[config.mk]
export PLATFORM = sky130hd
export DESIGN_NAME = chuchu_ckpt_ctrl_flat
export DESIGN_NICKNAME = d
export VERILOG_FILES = /design/src/rtl/chuchu_ckpt_ctrl_if.sv /design/src/rtl/chuchu_ckpt_ctrl.sv /design/src/flat_wrapper.sv
export SDC_FILE = /design/constraint.sdc
export NUM_CORES = 1
export LEC_CHECK = 0
export ABC_AREA = 1
export CELL_PAD_IN_SITES_DETAIL_PLACEMENT = 1
export CELL_PAD_IN_SITES_GLOBAL_PLACEMENT = 1
export CORE_AREA = 4 4 91 93
export DETAILED_ROUTE_END_ITERATION = 6
export DIE_AREA = 0 0 95 97
export GPL_TIMING_DRIVEN = 0
export PLACE_DENSITY_LB_ADDON = 0.1
export SETUP_SLACK_MARGIN = 0.5
export SLEW_MARGIN = 20
export SYNTH_ARGS = -nofsm -noshare
export SYNTH_HDL_FRONTEND = slang
export SYNTH_SLANG_ARGS = --single-unit
[constraint.sdc]
create_clock -name clk -period 3.9 [get_ports clk]
set_clock_uncertainty 0.05 [all_clocks]
set_input_delay 0.78 -clock clk [delete_from_list [all_inputs] [get_ports clk]]
set_output_delay 0.78 -clock clk [all_outputs]
set_load 0.03 [all_outputs]
[src/rtl/chuchu_ckpt_ctrl_if.sv]
// Branch-side and chuchu-side signals of the checkpoint controller.
//   br_*       : dispatch handshake, a page is granted at tail
//   resolve_*  : branch resolution handshake plus resolve_err pulse
//   save_*     : save request toward chuchu (pulse + held page)
//   restore_*  : restore request toward chuchu (pulse + held page)
//   live_count : number of live checkpoint pages
// master = dispatch/resolve side and chuchu observer, slave = controller.
interface chuchu_ckpt_ctrl_if #(
   parameter int PAGE_W = 3
);
   logic              br_valid;
   logic              br_ready;
   logic [PAGE_W-1:0] br_page;
   logic              resolve_valid;
   logic [PAGE_W-1:0] resolve_page;
   logic              resolve_mispredict;
   logic              resolve_ready;
   logic              resolve_err;
   logic              save_state;
   logic [PAGE_W-1:0] save_page;
   logic              restore_state;
   logic [PAGE_W-1:0] restore_page;
   logic [3:0]        live_count;

   modport master (
      output br_valid, resolve_valid, resolve_page, resolve_mispredict,
      input  br_ready, br_page, resolve_ready, resolve_err,
      input  save_state, save_page, restore_state, restore_page, live_count
   );

   modport slave (
      input  br_valid, resolve_valid, resolve_page, resolve_mispredict,
      output br_ready, br_page, resolve_ready, resolve_err,
      output save_state, save_page, restore_state, restore_page, live_count
   );
endinterface

[src/rtl/chuchu_ckpt_ctrl.sv]
// Checkpoint controller for the chuchu rename free-list. Allocates pages
// circularly at tail, issues save/restore pulses (one cycle high, page held
// one more cycle) and squashes younger pages on a mispredict.
// Ports:
//   clk   : clock, rising edge
//   reset : asynchronous, active-low
//   ckpt  : chuchu_ckpt_ctrl_if.slave (dispatch, resolve, save/restore)
module chuchu_ckpt_ctrl #(
   parameter int NUM_PAGES = 8,
   parameter int PAGE_W    = 3
) (
   input  logic               clk,
   input  logic               reset,
   chuchu_ckpt_ctrl_if.slave  ckpt
);
   typedef enum logic [2:0] {
      S_IDLE, S_SAVE, S_SAVE_HOLD, S_RST, S_RST_HOLD
   } state_e;

   state_e                state_q, state_d;
   logic [NUM_PAGES-1:0]  valid_q, valid_d, sq_mask;
   logic [PAGE_W-1:0]     tail_q, tail_d;
   logic [PAGE_W-1:0]     save_page_q, save_page_d;
   logic [PAGE_W-1:0]     rst_page_q, rst_page_d;
   logic [PAGE_W-1:0]     idx;
   logic [3:0]            live_q, live_d;
   logic                  save_q, save_d, rest_q, rest_d, err_q, err_d;
   logic                  stop, idle, br_acc, rs_acc, rs_hit;

   assign idle = (state_q == S_IDLE);

   // Handshakes are gated by reset so nothing reports ready while held.
   // A pending resolve always blocks the branch in the same cycle.
   assign ckpt.br_ready      = reset && idle && !valid_q[tail_q] && !ckpt.resolve_valid;
   assign ckpt.resolve_ready = reset && idle;
   assign ckpt.br_page       = tail_q;

   assign br_acc = ckpt.br_valid && ckpt.br_ready;
   assign rs_acc = ckpt.resolve_valid && ckpt.resolve_ready;
   assign rs_hit = valid_q[ckpt.resolve_page];

   assign ckpt.save_state    = save_q;
   assign ckpt.save_page     = save_page_q;
   assign ckpt.restore_state = rest_q;
   assign ckpt.restore_page  = rst_page_q;
   assign ckpt.live_count    = live_q;
   assign ckpt.resolve_err   = err_q;

   // Squash mask: resolve_page and everything younger, walking circularly
   // and stopping before tail. When resolve_page == tail the walk never
   // meets tail again, so all pages are cleared (the full-ring case).
   always_comb begin
      sq_mask = '0;
      stop    = 1'b0;
      idx     = '0;
      for (int i = 0; i < NUM_PAGES; i++) begin
         idx = ckpt.resolve_page + PAGE_W'(i);
         if (i != 0 && idx == tail_q) stop = 1'b1;
         if (!stop) sq_mask[idx] = 1'b1;
      end
   end

   always_comb begin
      state_d     = state_q;
      valid_d     = valid_q;
      tail_d      = tail_q;
      save_page_d = save_page_q;
      rst_page_d  = rst_page_q;
      save_d      = 1'b0;
      rest_d      = 1'b0;
      err_d       = 1'b0;
      case (state_q)
         S_IDLE: begin
            if (rs_acc) begin
               if (!rs_hit) begin
                  err_d = 1'b1;
               end else if (ckpt.resolve_mispredict) begin
                  valid_d    = valid_q & ~sq_mask;
                  tail_d     = ckpt.resolve_page;
                  rst_page_d = ckpt.resolve_page;
                  rest_d     = 1'b1;
                  state_d    = S_RST;
               end else begin
                  valid_d[ckpt.resolve_page] = 1'b0;
               end
            end else if (br_acc) begin
               valid_d[tail_q] = 1'b1;
               tail_d          = tail_q + PAGE_W'(1);
               save_page_d     = tail_q;
               save_d          = 1'b1;
               state_d         = S_SAVE;
            end
         end
         S_SAVE:      state_d = S_SAVE_HOLD;
         S_SAVE_HOLD: state_d = S_IDLE;
         S_RST:       state_d = S_RST_HOLD;
         S_RST_HOLD:  state_d = S_IDLE;
         default:     state_d = S_IDLE;
      endcase
   end

   always_comb begin
      live_d = '0;
      for (int i = 0; i < NUM_PAGES; i++) live_d = live_d + 4'(valid_d[i]);
   end

   always_ff @(posedge clk or negedge reset) begin
      if (!reset) begin
         state_q     <= S_IDLE;
         valid_q     <= '0;
         tail_q      <= '0;
         save_page_q <= '0;
         rst_page_q  <= '0;
         live_q      <= '0;
         save_q      <= 1'b0;
         rest_q      <= 1'b0;
         err_q       <= 1'b0;
      end else begin
         state_q     <= state_d;
         valid_q     <= valid_d;
         tail_q      <= tail_d;
         save_page_q <= save_page_d;
         rst_page_q  <= rst_page_d;
         live_q      <= live_d;
         save_q      <= save_d;
         rest_q      <= rest_d;
         err_q       <= err_d;
      end
   end
endmodule

[src/flat_wrapper.sv]
// flat-port wrapper written by rule: the top's interface ports become plain ports
module chuchu_ckpt_ctrl_flat 
#(
   parameter int NUM_PAGES = 8,
   parameter int PAGE_W    = 3
)
  (clk, reset, ckpt_br_valid, ckpt_resolve_valid, ckpt_resolve_page, ckpt_resolve_mispredict, ckpt_br_ready, ckpt_br_page, ckpt_resolve_ready, ckpt_resolve_err, ckpt_save_state, ckpt_save_page, ckpt_restore_state, ckpt_restore_page, ckpt_live_count);
  chuchu_ckpt_ctrl_if #(.PAGE_W(PAGE_W)) ckpt_i ();
  input  logic clk;
  input  logic reset;
  input wire logic [$bits(ckpt_i.br_valid)-1:0] ckpt_br_valid;
  input wire logic [$bits(ckpt_i.resolve_valid)-1:0] ckpt_resolve_valid;
  input wire logic [$bits(ckpt_i.resolve_page)-1:0] ckpt_resolve_page;
  input wire logic [$bits(ckpt_i.resolve_mispredict)-1:0] ckpt_resolve_mispredict;
  output wire logic [$bits(ckpt_i.br_ready)-1:0] ckpt_br_ready;
  output wire logic [$bits(ckpt_i.br_page)-1:0] ckpt_br_page;
  output wire logic [$bits(ckpt_i.resolve_ready)-1:0] ckpt_resolve_ready;
  output wire logic [$bits(ckpt_i.resolve_err)-1:0] ckpt_resolve_err;
  output wire logic [$bits(ckpt_i.save_state)-1:0] ckpt_save_state;
  output wire logic [$bits(ckpt_i.save_page)-1:0] ckpt_save_page;
  output wire logic [$bits(ckpt_i.restore_state)-1:0] ckpt_restore_state;
  output wire logic [$bits(ckpt_i.restore_page)-1:0] ckpt_restore_page;
  output wire logic [$bits(ckpt_i.live_count)-1:0] ckpt_live_count;
  assign ckpt_i.br_valid = ckpt_br_valid;
  assign ckpt_i.resolve_valid = ckpt_resolve_valid;
  assign ckpt_i.resolve_page = ckpt_resolve_page;
  assign ckpt_i.resolve_mispredict = ckpt_resolve_mispredict;
  assign ckpt_br_ready = ckpt_i.br_ready;
  assign ckpt_br_page = ckpt_i.br_page;
  assign ckpt_resolve_ready = ckpt_i.resolve_ready;
  assign ckpt_resolve_err = ckpt_i.resolve_err;
  assign ckpt_save_state = ckpt_i.save_state;
  assign ckpt_save_page = ckpt_i.save_page;
  assign ckpt_restore_state = ckpt_i.restore_state;
  assign ckpt_restore_page = ckpt_i.restore_page;
  assign ckpt_live_count = ckpt_i.live_count;
  chuchu_ckpt_ctrl #(.NUM_PAGES(NUM_PAGES), .PAGE_W(PAGE_W)) u_core (.clk(clk), .reset(reset), .ckpt(ckpt_i));
endmodule
==> metrics.log <==
[metrics] number of routed nets with antenna violations: 0
[metrics] proportion of total power due to net switching: 49.92%
[metrics] total net switching power: 1.190 mW
[metrics] cell count after synthesis: 403
[metrics] required time of the critical path: 4.01 ns
[metrics] Mean Syn Cell Area: 6.296 um2
[metrics] root cell of the clock tree: sky130_fd_sc_hd__clkbuf_8
[metrics] first-pass detailed-route iteration total: 4
[metrics] area of the die: 9215 um2
[metrics] Crit Path Category: in2reg
[metrics] number of buffers created by CTS: 3
[metrics] proportion of synthesized chip area in sequential cells: 26.63%
[metrics] RSZ-0062 raised after global routing: yes
[metrics] leading cell types by count after synthesis: sky130_fd_sc_hd__nand2_1, sky130_fd_sc_hd__nor2_1, sky130_fd_sc_hd__inv_1
[metrics] Unique masters post-synth: 33
[metrics] maximum number of pins on one net before global-route repair: 29
[metrics] fin crit period: 4.526 ns
[metrics] type of origin of the critical path: input port
[metrics] antenna cells: 0
[metrics] count of boundary I/O pins: 26
[metrics] via count normalized by instance count: 4.876
[metrics] via count of the first global-routing pass: 2860
[metrics] number of port buffers: 25
[metrics] total power per unit cell area: 708.4 nW/um2
[metrics] area occupied by registers: 675.6 um2
[metrics] maximum VDD drop: 359.2 uV
[metrics] slowest cell delay on critical path: 0.53 ns
[metrics] PnR worst setup slack: -0.6257 ns
[metrics] part of the total power dissipated in the clock network: 6.8%
[metrics] placeable core region: 7527 um2
[metrics] number of synthesized flops with an enable pin: 0
[metrics] post-synthesis instance area: 2537 um2
[metrics] via total after detailed routing: 2716
[metrics] Die Wd: 95 um
[metrics] area occupied by multi-input gates: 1818 um2
[metrics] maximum clock insertion buffer count: 2
[metrics] pre-CTS worst setup slack: -2.333 ns
[metrics] Critical Path Sink Type: register
[metrics] fraction of layout cells with a size suffix above 1: 19.12%
[metrics] share of power burned in registers: 19.6%
[metrics] uppermost routed layer: met4
[metrics] Detailed Route WL: 8.889 mm
[metrics] Final setup violation count: 4
[metrics] worst hold-check path type: in2async
[metrics] final weighted congestion of routability-driven global placement: 0.8365
[metrics] detailed route wirelength on metal3: 141 um
[metrics] Remaining DRCs: 0
[metrics] maximum net fanout on the critical path: 8
[metrics] Yosys reg bits: 27
[metrics] relative slew slack: 62.92%
[metrics] register-to-register setup slack: -0.32 ns
[metrics] Yosys top cell by area: sky130_fd_sc_hd__dfrtp_1
[metrics] cell type of the slowest stage on the worst timing path: sky130_fd_sc_hd__fa_1
[metrics] Post-synth top flop: sky130_fd_sc_hd__dfrtp_1
[metrics] violations in the final reports: setup timing
[metrics] initial antenna violation count: 0
[metrics] internal power summed over all cells: 1.194 mW
[metrics] Final TNS setup: -1.761 ns
[metrics] period utilisation layout: 116.0%
[metrics] placement row count: 32
[metrics] wire length of the first global-routing pass: 14.83 mm
[metrics] most numerous cell in the Yosys netlist: sky130_fd_sc_hd__nand2_1
[metrics] cell leakage power: 1.658 nW
[metrics] Post-CTS Hold Buffers: 0
[metrics] Remaining Overflow, GRT: 0
[metrics] average detailed-routed wire length per instance: 15.96 um
[metrics] number of nets in the finished design: 481
[metrics] largest cells by area after synthesis: sky130_fd_sc_hd__dfrtp_1, sky130_fd_sc_hd__nand2_1, sky130_fd_sc_hd__nor2_1, sky130_fd_sc_hd__ha_1, sky130_fd_sc_hd__inv_1
[metrics] number of violations of the max-capacitance limit: 0
[metrics] H-tree levels: 1
[metrics] slew at the pin closest to its max-slew limit: 0.5563 ns
[metrics] fraction of post-synthesis cell area in the top cell type by area: 26.63%
[metrics] max frequency: 221.0 MHz
[metrics] kind of cell with the highest combined delay on the critical path: adder cells
[metrics] Syn Nets: 428
[metrics] Routed met2 length: 4.389 mm
[metrics] Critical Path AT: 4.64 ns
[metrics] Initial DRC Count: 56
[metrics] CTS sink count: 27
[metrics] area growth from synthesis to layout: 32.59%
[metrics] clock latency of the later-clocked register in the worst-skew pair: 0.27 ns
[metrics] combined buffer and inverter count along the critical path: 7
[metrics] combinational share of power: 73.7%
[metrics] Die Y-Extent: 97 um
[metrics] half-perimeter wire length of the detailed placement result: 6.553 mm
[metrics] max-slew violation total from the final report: 0
[metrics] CTS tree: yes
[metrics] count of synthesis-stage warnings from yosys: 0
[metrics] total routed wire length on the met1 layer: 4.295 mm
[metrics] result of the run: finished, violations left
[metrics] overall global routing resource usage: 20.29%
[metrics] Filler cells: 1002
[metrics] Starting Density: 33.71%
[metrics] endpoints failing hold: 0
[metrics] clock transition at the register clock pins on the worst setup and hold paths after CTS: 0.09 ns
[metrics] fraction of registers with async set/reset: 100.0%
[metrics] most frequent cell on the critical path: sky130_fd_sc_hd__nand2_1
[final timing paths]
| kind | start | endpoint | depth (start not counted) |
|---|---|---|---|
| max in group asynchronous | reset | u_core.ckpt.restore_page[0] | 1 |
| max | ckpt_resolve_page[0] | u_core.ckpt.live_count[2] | 25 |
| min reg2reg | u_core.state_q[2] | u_core.state_q[2] | 1 |
| min | reset | u_core.ckpt.live_count[2] | 1 |
| max reg2reg | u_core.state_q[0] | u_core.ckpt.live_count[2] | 18 |
| min in group clk | u_core.state_q[2] | u_core.state_q[2] | 1 |
[repair_timing]
action,4_1_cts,5_1_grt
gates resized for setup,56,15
pin swaps,22,11
buffers inserted,18,5
setup endpoints to repair,13,4
[metal layers]
metal	global-route usage, %	up-vias
met5	0	-
met3	0.7776	4
met2	34.76	29
met1	28.34	1293
li1	-	1390
met4	3.774	0
[cell type report]
type                            count  share of cell area (%)
Multi-Input combinational cell    329                   54.03
Sequential cell                    27                   20.08
Timing Repair Buffer               48                   13.20
Inverter                           37                   4.835
Tap cell                          102                   3.793
Buffer                             10                   2.715
Clock buffer                        4                   1.339
[cells by family (layout without fill, tap and decap cells)]
family / after synthesis / in the layout / share of synthesized area, %
AOI/OAI and AO/OA: 45 / 45 / 9.517
xor gates and xnor gates: 5 / 5 / 1.726
DFF: 27 / 27 / 26.63
buffers and inverters: 47 / 99 / 7.692
adders and majority gates: 17 / 17 / 9.566
and+or+nand+nor: 262 / 262 / 44.87
[cells in the final DEF, fill, tap and decap left out, types with 3 or more instances in the layout]
cell type | synthesis | routed
sky130_fd_sc_hd__nor2_1 | 53 | 51
sky130_fd_sc_hd__nor3_1 | 9 | 9
sky130_fd_sc_hd__buf_4 | 2 | 24
sky130_fd_sc_hd__nand2_1 | 156 | 145
sky130_fd_sc_hd__nor2_2 | 3 | 3
sky130_fd_sc_hd__o211ai_1 | 3 | 3
sky130_fd_sc_hd__nand2_2 | 5 | 13
sky130_fd_sc_hd__buf_6 | 1 | 5
sky130_fd_sc_hd__o21ai_0 | 17 | 17
sky130_fd_sc_hd__nand2_4 | 2 | 5
sky130_fd_sc_hd__o21ai_1 | 3 | 3
sky130_fd_sc_hd__clkdlybuf4s50_1 | 0 | 20
sky130_fd_sc_hd__a21oi_1 | 18 | 18
sky130_fd_sc_hd__ha_4 | 0 | 3
sky130_fd_sc_hd__nand3_2 | 4 | 4
sky130_fd_sc_hd__nand3_1 | 13 | 11
sky130_fd_sc_hd__clkbuf_8 | 0 | 3
sky130_fd_sc_hd__ha_1 | 13 | 10
sky130_fd_sc_hd__clkbuf_1 | 4 | 3
sky130_fd_sc_hd__dfrtp_1 | 27 | 27
sky130_fd_sc_hd__nor2_4 | 1 | 3
sky130_fd_sc_hd__inv_2 | 5 | 6
sky130_fd_sc_hd__nand4_1 | 10 | 10
sky130_fd_sc_hd__inv_1 | 32 | 27
[per-stage QoR]
stage                     total power [mW]  utilization (%)  hold WS, ns  cell area, um2  instances
after CTS                            2.244            43.40       0.3680            3267        552
after global placement               1.834            39.21       0.4072            2952        530
after floorplan                      1.431                -       0.3911            2574        403
after global routing                 2.614            44.70       0.3804            3364        557
after detailed placement             1.869            39.15       0.4184            2947        530
final                                2.384            44.70       0.3592            3364        557
[power groups by stage]
stage | combinational, mW | clock, mW | sequential, mW
global placement | 1.36 | 0 | 0.470
floorplan | 0.846 | 0 | 0.585
detailed placement | 1.40 | 0 | 0.473
global route | 1.95 | 0.177 | 0.484
finish | 1.76 | 0.161 | 0.467
CTS | 1.61 | 0.169 | 0.467
[worst reg2reg max path: cells and delay by family (launching register included)]
family	cells	cell delay, ns
xor+xnor	1	0.16
simple gates	7	1.06
fa+ha+maj	5	2.02
flops	1	0.43
compound gates	1	0.13
buf+inv	4	0.25
[state kept, by name (all words and copies together), names as in the netlist]
| signal | count |
|---|---|
| u_core.ckpt.restore_state | 1 |
| u_core.valid_q | 8 |
| u_core.ckpt.save_state | 1 |
| u_core.ckpt.live_count | 4 |
| u_core.ckpt.save_page | 3 |
| u_core.state_q | 3 |
| u_core.ckpt.restore_page | 3 |
| u_core.ckpt.resolve_err | 1 |
| u_core.ckpt.br_page | 3 |
No activity file was read; power rests on OpenSTA's default activity.
